File: config.mk
export PLATFORM = sky130hd
export DESIGN_NAME = kf_host_ctrl
export DESIGN_NICKNAME = d
export VERILOG_FILES = /design/src/rtl/kf_host_ctrl.sv
export SDC_FILE = /design/constraint.sdc
export NUM_CORES = 1
export LEC_CHECK = 0
export BUFFER_PORTS_ARGS = -buffer_cell sky130_fd_sc_hd__buf_2
export CAP_MARGIN = 10
export CORE_MARGIN = 10
export CORE_UTILIZATION = 45
export CTS_BUF_LIST = sky130_fd_sc_hd__clkbuf_8
export DETAILED_ROUTE_END_ITERATION = 10
export PLACE_DENSITY = 0.72
export SLEW_MARGIN = 15
export SYNTH_ARGS = -nofsm -noshare
export SYNTH_HDL_FRONTEND = slang
export SYNTH_SLANG_ARGS = --single-unit
File: constraint.sdc
create_clock -name clk -period 6.2 [get_ports clk]
set_clock_uncertainty 0.1 [all_clocks]
set_input_delay 0.31 -clock clk [delete_from_list [all_inputs] [get_ports clk]]
set_output_delay 0.31 -clock clk [all_outputs]
set_load 0.005 [all_outputs]
File: src/rtl/kf_host_ctrl.sv
// Host-side driver for the Kalman filter core: loads one frame of measurement words into the
// Data Bank, pulses START, follows READY through the run and returns the final DATA_OUT.
module kf_host_ctrl #(
    parameter int W         = 24,
    parameter int ADDRW     = 5,
    parameter int NLOAD     = 4,
    parameter int BASE_ADDR = 0,
    parameter int START_TO  = 15,
    parameter int RUN_TO    = 1023
) (
    input  logic             clk,
    input  logic             rst_n,
    input  logic             s_valid,
    output logic             s_ready,
    input  logic [W-1:0]     s_data,
    output logic             m_valid,
    input  logic             m_ready,
    output logic [W-1:0]     m_data,
    output logic             m_err,
    input  logic             kf_ready,
    input  logic [W-1:0]     kf_data_out,
    output logic [W-1:0]     kf_data_in,
    output logic [ADDRW-1:0] kf_dir,
    output logic             kf_write,
    output logic             kf_start,
    output logic [7:0]       frame_cnt
);

    localparam int CNTW   = $clog2(NLOAD + 1);
    localparam int TO_MAX = (START_TO > RUN_TO) ? START_TO : RUN_TO;
    localparam int TW     = $clog2(TO_MAX + 1);

    typedef enum logic [2:0] {
        IDLE,
        LOAD,
        START,
        WAIT_BUSY,
        WAIT_DONE,
        OUT
    } state_t;

    state_t            state_reg, state_next;
    logic [CNTW-1:0]   cnt_reg, cnt_next;
    logic [TW-1:0]     timer_reg, timer_next;
    logic [W-1:0]      m_data_reg, m_data_next;
    logic              m_err_reg, m_err_next;
    logic [7:0]        frame_cnt_reg, frame_cnt_next;
    logic [W-1:0]      kf_data_in_reg, kf_data_in_next;
    logic [ADDRW-1:0]  kf_dir_reg, kf_dir_next;
    logic              kf_write_reg, kf_write_next;
    logic              kf_start_reg, kf_start_next;

    always_ff @(posedge clk or negedge rst_n) begin
        if (!rst_n) begin
            state_reg      <= IDLE;
            cnt_reg        <= '0;
            timer_reg      <= '0;
            m_data_reg     <= '0;
            m_err_reg      <= 1'b0;
            frame_cnt_reg  <= '0;
            kf_data_in_reg <= '0;
            kf_dir_reg     <= '0;
            kf_write_reg   <= 1'b0;
            kf_start_reg   <= 1'b0;
        end else begin
            state_reg      <= state_next;
            cnt_reg        <= cnt_next;
            timer_reg      <= timer_next;
            m_data_reg     <= m_data_next;
            m_err_reg      <= m_err_next;
            frame_cnt_reg  <= frame_cnt_next;
            kf_data_in_reg <= kf_data_in_next;
            kf_dir_reg     <= kf_dir_next;
            kf_write_reg   <= kf_write_next;
            kf_start_reg   <= kf_start_next;
        end
    end

    always_comb begin
        state_next      = state_reg;
        cnt_next        = cnt_reg;
        timer_next      = timer_reg;
        m_data_next     = m_data_reg;
        m_err_next      = m_err_reg;
        frame_cnt_next  = frame_cnt_reg;
        kf_data_in_next = kf_data_in_reg;
        kf_dir_next     = kf_dir_reg;
        kf_write_next   = 1'b0;
        kf_start_next   = 1'b0;
        s_ready         = 1'b0;
        m_valid         = 1'b0;

        case (state_reg)
            IDLE: begin
                if (kf_ready) state_next = LOAD;
            end
            LOAD: begin
                // Words are only accepted while the core reports idle; a READY drop just stalls.
                s_ready = kf_ready;
                if (s_valid && kf_ready) begin
                    kf_data_in_next = s_data;
                    kf_dir_next     = ADDRW'(BASE_ADDR) + ADDRW'(cnt_reg);
                    kf_write_next   = 1'b1;
                    cnt_next        = cnt_reg + CNTW'(1);
                    if (cnt_reg == CNTW'(NLOAD - 1)) state_next = START;
                end
            end
            START: begin
                kf_start_next = 1'b1;
                timer_next    = '0;
                state_next    = WAIT_BUSY;
            end
            WAIT_BUSY: begin
                if (!kf_ready) begin
                    // Sample here too so a one-cycle busy period still yields its DATA_OUT.
                    m_data_next = kf_data_out;
                    timer_next  = '0;
                    state_next  = WAIT_DONE;
                end else if (int'(timer_reg) + 1 >= START_TO) begin
                    m_err_next = 1'b1;
                    state_next = OUT;
                end else begin
                    timer_next = timer_reg + TW'(1);
                end
            end
            WAIT_DONE: begin
                if (kf_ready) begin
                    m_err_next = 1'b0;
                    state_next = OUT;
                end else begin
                    m_data_next = kf_data_out;
                    if (int'(timer_reg) + 1 >= RUN_TO) begin
                        m_err_next = 1'b1;
                        state_next = OUT;
                    end else begin
                        timer_next = timer_reg + TW'(1);
                    end
                end
            end
            OUT: begin
                m_valid = 1'b1;
                if (m_ready) begin
                    frame_cnt_next = frame_cnt_reg + 8'd1;
                    m_err_next     = 1'b0;
                    cnt_next       = '0;
                    timer_next     = '0;
                    state_next     = IDLE;
                end
            end
            default: state_next = IDLE;
        endcase
    end

    assign m_data     = m_data_reg;
    assign m_err      = m_err_reg;
    assign frame_cnt  = frame_cnt_reg;
    assign kf_data_in = kf_data_in_reg;
    assign kf_dir     = kf_dir_reg;
    assign kf_write   = kf_write_reg;
    assign kf_start   = kf_start_reg;

endmodule

Word-level counts from Yosys, hierarchy flattened
Index checks and enable logic that the tools add are counted.
{"block": "op_classes", "magnitude_cmp": 2, "bitwise": 1, "n_addsub": 4, "muxes": 28, "n_reduce_logical": 13, "eq_ne": 17}
{"operator": "10-bit 2-to-1 mux", "n": 5}
{"operator": "10-bit one-hot mux with 4 select lines", "n": 1}
{"operator": "32-bit by 5-bit greater-or-equal comparator with 1-bit output, second input constant", "n": 1}
{"operator": "3-bit 2-to-1 mux", "n": 9}
{"operator": "3-bit one-hot mux with 6 select lines", "n": 1}
{"operator": "2-bit != test, second input constant", "n": 8}
{"operator": "10-bit by 1-bit adder with 11-bit output, second input constant", "n": 1}
{"operator": "11-bit by 10-bit greater-or-equal comparator with 1-bit output, second input constant", "n": 1}
{"operator": "10-bit by 1-bit adder with 10-bit output, second input constant", "n": 1}
{"operator": "1-bit 2-to-1 mux", "n": 10}
{"operator": "5-bit AND reduction", "n": 2}
{"operator": "3-bit by 2-bit == test with 1-bit output, second input constant", "n": 3}
{"operator": "3-bit != test, second input constant", "n": 3}
{"operator": "8-bit by 1-bit adder with 8-bit output, second input constant", "n": 1}
{"operator": "3-bit == test, second input constant", "n": 2}
{"operator": "3-bit one-hot mux with 2 select lines", "n": 1}
{"operator": "2-bit AND reduction", "n": 3}
{"operator": "6-bit AND reduction", "n": 1}
{"operator": "4-bit nonzero test", "n": 1}
{"operator": "3-bit by 1-bit adder with 3-bit output, second input constant", "n": 1}
{"operator": "3-bit by 1-bit == test with 1-bit output, second input constant", "n": 1}
{"operator": "3-bit logical NOT", "n": 1}
{"operator": "1-bit one-hot mux with 3 select lines", "n": 1}
{"operator": "3-bit AND reduction", "n": 1}
{"operator": "5 further kinds", "n": 5}
{"block": "totals", "output_inout_bits": 66, "elab_cells": 75, "register_bits": 78}

Logic depth before layout (Yosys ltp)
Gate-level depths: netlist of the first run.
{"block": "logic_depth", "word_depth": 5, "ltp_mapped": 11, "ltp_nobuf": 9}

Worst setup path before layout of the first run
Ideal clock, no wire load.
{"block": "synth_path", "path_type": "reg-to-reg", "from": "reg timer_reg[1]", "to": "reg timer_reg[9]", "path_stages_with_launch": 11, "required_ps": 5996, "setup_ps": 104, "period_less_slack_ps": 2388, "arrival_time_ps": 2185, "path_slack_ps": 3812, "path_cell_list": "dfrtp_1 -> ha_1 -> buf_2 -> nand4_1 -> a211oi_2 -> o22ai_1 -> o31ai_4 -> o211ai_2 -> or2_1 -> buf_6 -> o41ai_2"}
{"block": "synth_between", "elab_chain_cells": 4, "elab_cells_between_ends": 12, "cone_classes": "2 x add/sub; 2 x order compare; 2 x eq/ne; 5 x mux; 1 x reduce/logical"}
{"element": "start, declared", "line_no": "44", "rtl": "logic [TW-1:0] timer_reg, timer_next;"}
{"element": "start signal, assigned", "line_no": "68", "rtl": "timer_reg <= timer_next;"}
{"element": "10-bit by 1-bit adder with 11-bit output / 10-bit by 1-bit adder with 10-bit output (equally long branches)"}
{"element": "32-bit by 5-bit greater-or-equal comparator with 1-bit output (tied with other cells)", "line_no": "119", "rtl": "end else if (int'(timer_reg) + 1 >= START_TO) begin"}
{"element": "3-bit != test (no line) (tied with other cells)"}
{"element": "5-bit AND reduction (no line) / 10-bit one-hot mux with 4 select lines (equally long branches)"}
Parallel ways exist; a longest one is shown, timed or not. The select of a mux whose other input is x is not followed.
A chain may end at the register's enable or synchronous reset.

Worst setup path in the final report of the first run
{"block": "layout_path", "from": "reg timer_reg[0]", "to": "reg timer_reg[3]"}
The elaborated chain is that of the path after synthesis.

==> out/summary.log, run 1 <==
[run_status] run status finished with violations
[run_status] failing checks hold timing
[floorplanning] x dimension of the die 110 um
[place] Worst Setup Slack post-DPL 3.10 ns
[logic_synthesis] post-synthesis cell type with the largest combined area dfrtp_1
[logic_synthesis] instance count of the mapped netlist 360
[setup_path] Arr. time, crit path 3.23 ns
[timing] number of failing setup endpoints in the final timing report 0
[clocking] clock sink count 78
[timing] transition time at the pin with the least slew margin 0.955 ns
[timing] setup repair after global routing missed its margin no
[layout] ANT cells 0
[logic_synthesis] average cell area after synthesis 10.1 um^2
[global_route] antenna violations before repair 0
[logic_synthesis] leading register cell type out of synthesis dfrtp_1
[timing] final setup slack of the worst path 3.11 ns
[detailed_routing] Via density 5.03
[timing] setup total negative slack 0 ns
[floorplanning] Starting Density 46.6%
[hold_path] path class of the lowest-slack min-delay path in2async
[timing] time the final worst path needs with I/O delays and setup 3.09 ns
[run] max capacitance violation total 0
[logic_synthesis] number of synthesized flops with an enable pin 0
[logic_synthesis] proportion of synthesized chip area in sequential cells 53.9%
[global_route] GRT Total Usage 15.2%
[setup_path] type of the worst setup path reg2reg
[detailed_routing] Routed WL per cell 15.3 um
[layout] number of fillers in the final layout 708
[global_route] overall overflow remaining after global route 0
[detailed_routing] iteration count of the initial detailed-routing pass 4
[clocking] number of setup buffers added after CTS 0
[detailed_routing] routed wire length 8800 um
[logic_synthesis] fraction of registers with async set/reset 100%
[place] count of buffers from port buffering 116
[clocking] number of clock buffers inserted by TritonCTS 9
[timing] final critical-path share of the clock period 49.9%
[power] leakage power summed over all cells 2.22 nW
[logic_synthesis] Synth Warn # 0
[detailed_routing] DRC violations left 0
[layout] final core area utilization 56.9%
[logic_synthesis] number of distinct standard cells referenced by the synthesized netlist 55
[floorplanning] core region area 0.00777 mm^2
[global_route] largest net degree at the start of global routing 79
[power] peak supply drop 0.000209 V
[power] Cell Pwr Density 416 mW/mm^2
[clocking] worst-skew pair later-pin latency 0.36 ns
[timing] Fin Hold WS -0.00412 ns
[clocking] CTS tree done
[detailed_routing] Antenna Nets Post-Route 0
[setup_path] endpoint kind of the worst setup timing path flip-flop
[timing] final hold vios 2
[layout] layout cell share with drive strength beyond 1 35.6%
[clocking] cell at the root of the clock tree clkbuf_8
[setup_path] cell with the biggest individual delay on the critical path o211ai_2
[logic_synthesis] area of the mapped netlist 0.00362 mm^2
[floorplanning] I/O pin cnt 119
[power] Overall Power 1.84 mW
[clocking] clock input transition at the sequential cells of the worst setup and hold paths 0.09 ns
[global_route] vias in the first global route 2957
[floorplanning] area of the die 0.0120 mm^2
[place] last weighted congestion value of the routability-driven placer 0.892
[setup_path] crit path launch type flip-flop
[place] post-detail-place hpwl 6490 um
[layout] area added between synthesis and finish 21.9%
[setup_path] Max FO, Critical Path 14
[setup_path] data required time of the worst path 6.34 ns
[clocking] quantity of hold-fixing buffers added after cts 0
[detailed_routing] routed vias 2890
[global_route] first-pass GRT wire length 14600 um
[floorplanning] FP Rows 32
[logic_synthesis] Area contributors post-synth dfrtp_1, nand2_1, mux2_2
[setup_path] worst stage delay on the critical path 0.52 ns
[clocking] post-cts resize count 0
[timing] Slew Limit Fails 0
[logic_synthesis] fraction of post-synthesis cell area in the top cell type by area 53.9%
[floorplanning] floorplan die height 110 um
[timing] f_max 0.324 GHz
[detailed_routing] first-iteration detailed-routing DRC count 103
[clocking] H-tree level count 3
[layout] final layout net count 526
[timing] worst max-slew margin expressed relative to the limit 36.3%
[setup_path] critical-path cell list ha_1 > nand3_1 > xor2_1 > a211oi_1 > a31oi_1 > o211ai_2 > or2_1 > o21ai_1
[clocking] maximum root-to-sink buffer count 2
[logic_synthesis] total of flip-flops plus latches after synthesis 78
==> Yosys cell counts (5+ instances only) <==
cell type and instances:
ha_1 6, nand4_1 6, a21oi_1 10, and2_1 5, mux2_2 24, inv_1 7
nor2_1 11, nand2_1 107, clkbuf_1 10, buf_2 5, o21ai_1 7, dfrtp_1 78
xnor2_1 7, nand3_1 8, o21ai_0 6
==> routing by layer <==
layer	global-route usage [%]	vias to the layer above	part of all wire (%)
met5	0	-	0
met4	6.41	0	1.5
met3	6.38	11	9.2
met2	24.0	84	49
met1	17.8	1360	40
li1	-	1435	-
==> critical path: cells and delay by family (launching register included) <==
family          cells  cell delay, ns
simple gates        2            0.60
flops               1            0.51
xor+xnor            1            0.20
compound gates      4            1.07
fa+ha+maj           1            0.49
==> logic make-up (layout without fill, tap and decap cells) <==
family | count (synthesis) | in the layout | share of synthesized area, %
other | 1 | 2 | 0.103
flip-flops | 78 | 78 | 53.9
buffers and inverters | 31 | 142 | 4.14
adder cells (fa/ha/maj) | 6 | 6 | 2.07
AO/OA/AOI/OAI | 51 | 51 | 10.5
AND/OR/NAND/NOR | 158 | 158 | 19.1
XOR/XNOR | 9 | 9 | 2.18
multiplexers | 26 | 26 | 8.01
==> path summary, 6_finish.rpt <==
kind                              start              to  slack (ns)  depth (start not counted)
max                        timer_reg[0]    timer_reg[3]        3.11                          8
min                               rst_n  kf_data_in[10]      -0.004                          1
max reg2reg                timer_reg[0]    timer_reg[3]        3.11                          8
min reg2reg                frame_cnt[7]    frame_cnt[7]        0.37                          1
max in group asynchronous         rst_n      cnt_reg[1]        5.39                          1
min in group clk             s_data[19]  kf_data_in[19]        0.04                          3
==> cells in the final DEF, fill, tap and decap left out, drive strengths merged, types with 5 or more instances in the layout <==
cell and n:
nor2 11, nand2 107, dfrtp 78, and2 5, clkbuf 9, a21oi 10
o21ai 13, o31ai 6, mux2 24, nand3 8, inv 10, nand4 6
xnor2 7, ha 6, buf 118
==> per-stage QoR <==
step	instances	hold slack, ns	cell area (um^2)
2_1_floorplan	361	-0.0856	3630
5_1_grt	574	0.0345	4420
3_5_place_dp	558	0.357	4240
3_3_place_gp	558	0.353	4240
6_report	574	-0.00412	4420
4_1_cts	574	0.0271	4420
==> cell type report <==
| type | count | area [um^2] | share of cell area [%] |
|---|---|---|---|
| timing repair buffer | 118 | 598 | 13.5 |
| clock buffer | 9 | 124 | 2.80 |
| multi-input combinational | 252 | 1530 | 34.6 |
| clock inverter | 7 | 57.6 | 1.30 |
| tap | 102 | 128 | 2.89 |
| inverter | 8 | 30.0 | 0.680 |
| sequential | 78 | 1950 | 44.2 |
==> power by group <==
| part | switching, mW | internal (mW) |
|---|---|---|
| clock | 0.207 | 0.150 |
| combinational | 0.332 | 0.318 |
| sequential | 0.130 | 0.700 |
| total | 0.670 | 1.17 |
Note: power is estimated with default switching activity, not from simulation.
==> run 2, diff against run 1 <==
==> constraint.sdc (replaced) <==
create_clock -name clk -period 2.9 [get_ports clk]
set_clock_uncertainty 0.1 [all_clocks]
set_input_delay 0.145 -clock clk [delete_from_list [all_inputs] [get_ports clk]]
set_output_delay 0.145 -clock clk [all_outputs]
set_load 0.005 [all_outputs]
==> run 2 against run 1 <==
Against the previous run: the flow now finishes without violations; setup slack got worse by 2.9 ns; register-to-register slack got worse by 2.9 ns; non-clock buffer count rose by 52; combinational power rose by 130%; via count rose by 8.2%; clock power rose to 2.5 times the previous value; flip-flop and latch count did not move; clock-buffer cell count did not move; design area rose by 12%; critical endpoint is now timer_reg[9].
==> out/summary.log, run 2 (synthesis results as in run 1) <==
[setup_path] endpoint kind of the worst setup timing path flip-flop
[clocking] post-cts resize count 0
[global_route] overall overflow remaining after global route 0
[timing] number of failing setup endpoints in the final timing report 0
[setup_path] Arr. time, crit path 2.83 ns
[run_status] run status completed
[layout] number of fillers in the final layout 615
[timing] time the final worst path needs with I/O delays and setup 2.69 ns
[place] count of buffers from port buffering 116
[power] peak supply drop 0.000467 V
[detailed_routing] routed wire length 9800 um
[layout] final cell count without fillers 626
[timing] worst max-slew margin expressed relative to the limit 36.1%
[detailed_routing] Routed WL per cell 15.7 um
[global_route] first-pass GRT wire length 15900 um
[floorplanning] Starting Density 46.6%
[timing] Slew Limit Fails 0
[floorplanning] x dimension of the die 110 um
[detailed_routing] DRC violations left 0
[clocking] CTS tree done
[hold_path] path class of the lowest-slack min-delay path in2reg
[layout] layout cell share with drive strength beyond 1 32.4%
[setup_path] type of the worst setup path reg2reg
[power] leakage power summed over all cells 2.46 nW
[place] placed instance count 561
[run] max capacitance violation total 0
[global_route] largest net degree at the start of global routing 79
[place] post-detail-place hpwl 6440 um
[detailed_routing] Via density 4.99
[clocking] worst-skew pair later-pin latency 0.34 ns
[layout] ANT cells 0
[clocking] number of clock buffers inserted by TritonCTS 9
[floorplanning] core region area 0.00777 mm^2
[clocking] clock sink count 78
[global_route] vias in the first global route 3253
[floorplanning] I/O pin cnt 119
[setup_path] end of the worst register-to-register path timer_reg[9]
[floorplanning] floorplan die height 110 um
[setup_path] Max FO, Critical Path 10
[timing] setup repair after global routing missed its margin no
[timing] setup total negative slack 0 ns
[setup_path] depth of the most critical reg-to-reg path 8
[floorplanning] FP Rows 32
[setup_path] r2r setup slk 0.21 ns
[setup_path] critical path launch point timer_reg[0]
[timing] final critical-path share of the clock period 92.7%
[global_route] GRT Total Usage 16.3%
[timing] f_max 0.372 GHz
[hold_path] Hold Path Stages 3
[clocking] clock input transition at the sequential cells of the worst setup and hold paths 0.08 ns
[timing] transition time at the pin with the least slew margin 0.959 ns
[power] Cell Pwr Density 842 mW/mm^2
[clocking] maximum root-to-sink buffer count 2
[detailed_routing] first-iteration detailed-routing DRC count 131
[detailed_routing] Antenna Nets Post-Route 0
[hold_path] Min-Delay Endpoint state_reg[0]
[setup_path] crit path launch type flip-flop
[clocking] H-tree level count 3
[setup_path] data required time of the worst path 3.04 ns
[clocking] cell at the root of the clock tree clkbuf_8
[layout] final layout net count 578
[detailed_routing] routed vias 3126
[place] last weighted congestion value of the routability-driven placer 0.876
[layout] most common library cell in the layout ignoring fill and taps buf_2
[detailed_routing] iteration count of the initial detailed-routing pass 4
[global_route] antenna violations before repair 0
[hold_path] launch instance of the worst min-delay path kf_ready
[timing] final hold vios 0
[setup_path] Reg-to-Reg Start timer_reg[0]
[floorplanning] area of the die 0.0120 mm^2
[layout] area added between synthesis and finish 37.2%
[layout] leading cell types in the layout, fill and taps excluded buf_2, nand2_1, dfrtp_1
run 2: cell types whose count changed in the layout (fill, tap and decap cells not counted):
cell / change
clkinv_2: -1
inv_6: +1
bufinv_16: +2
clkinv_4: -2
inv_1: +1
dlygate4sd3_1: +49
inv_8: -1
buf_4: +3
run 2: what timing repair did:
action / 4_1_cts / 5_1_grt
hold buffers: 49 / 0
endpoints found under the hold margin: 126 / 0
endpoints found under the setup margin: 0 / 0
buffers inserted: 0 / 0
run 2: layer usage:
metal,global-route usage (%),up-vias,share of wire (%)
li1,-,1538,-
met1,19.8,1468,41
met2,26.4,108,49
met3,6.03,12,8.0
met4,5.39,0,1.6
met5,0,-,0
run 2: stage by stage:
step,instance area [um^2],power [mW],worst slack [ns],util (%),hold WS (ns)
5_1_grt,4970,4.50,0.0509,64.0,0.0679
2_1_floorplan,3630,2.57,0.512,-,-0.251
3_3_place_gp,4260,3.18,0.351,54.8,0.233
4_1_cts,4970,4.19,0.204,64.0,0.0313
6_report,4970,4.18,0.212,64.0,0.0549
3_5_place_dp,4260,3.24,0.236,54.8,0.241
run 2: worst max-delay path, cell delays in order, from the launching register on:
cell and delay (ns):
dfrtp_1 0.50, ha_1 0.39, nand3_1 0.19, nor4b_1 0.28
a211oi_1 0.14, o31ai_4 0.26, o211ai_2 0.12, or2_1 0.36
o41ai_2 0.25
run 2: layout make-up:
type	count	area, um^2	area share (%)
clock buffer	9	124	2.49
timing repair buffer	170	1110	22.4
clock inverter	7	96.3	1.94
tap	102	128	2.57
inverter	8	30.0	0.604
multi-input combinational	252	1530	30.8
sequential	78	1950	39.3
run 2: how the worst max path moves through the flow:
stage,endpoint,slack (ns)
2_1_floorplan,timer_reg[9],0.51
3_3_place_gp,timer_reg[8],0.35
3_5_place_dp,timer_reg[9],0.24
4_1_cts,timer_reg[9],0.20
5_1_grt,timer_reg[9],0.05
6_report,timer_reg[9],0.21
run 2: report_power, final:
part	switching [mW]	leakage, nW	internal, mW
logic	0.749	1.37	0.747
clock network	0.416	0.108	0.488
registers	0.288	0.988	1.50
total	1.45	2.46	2.73
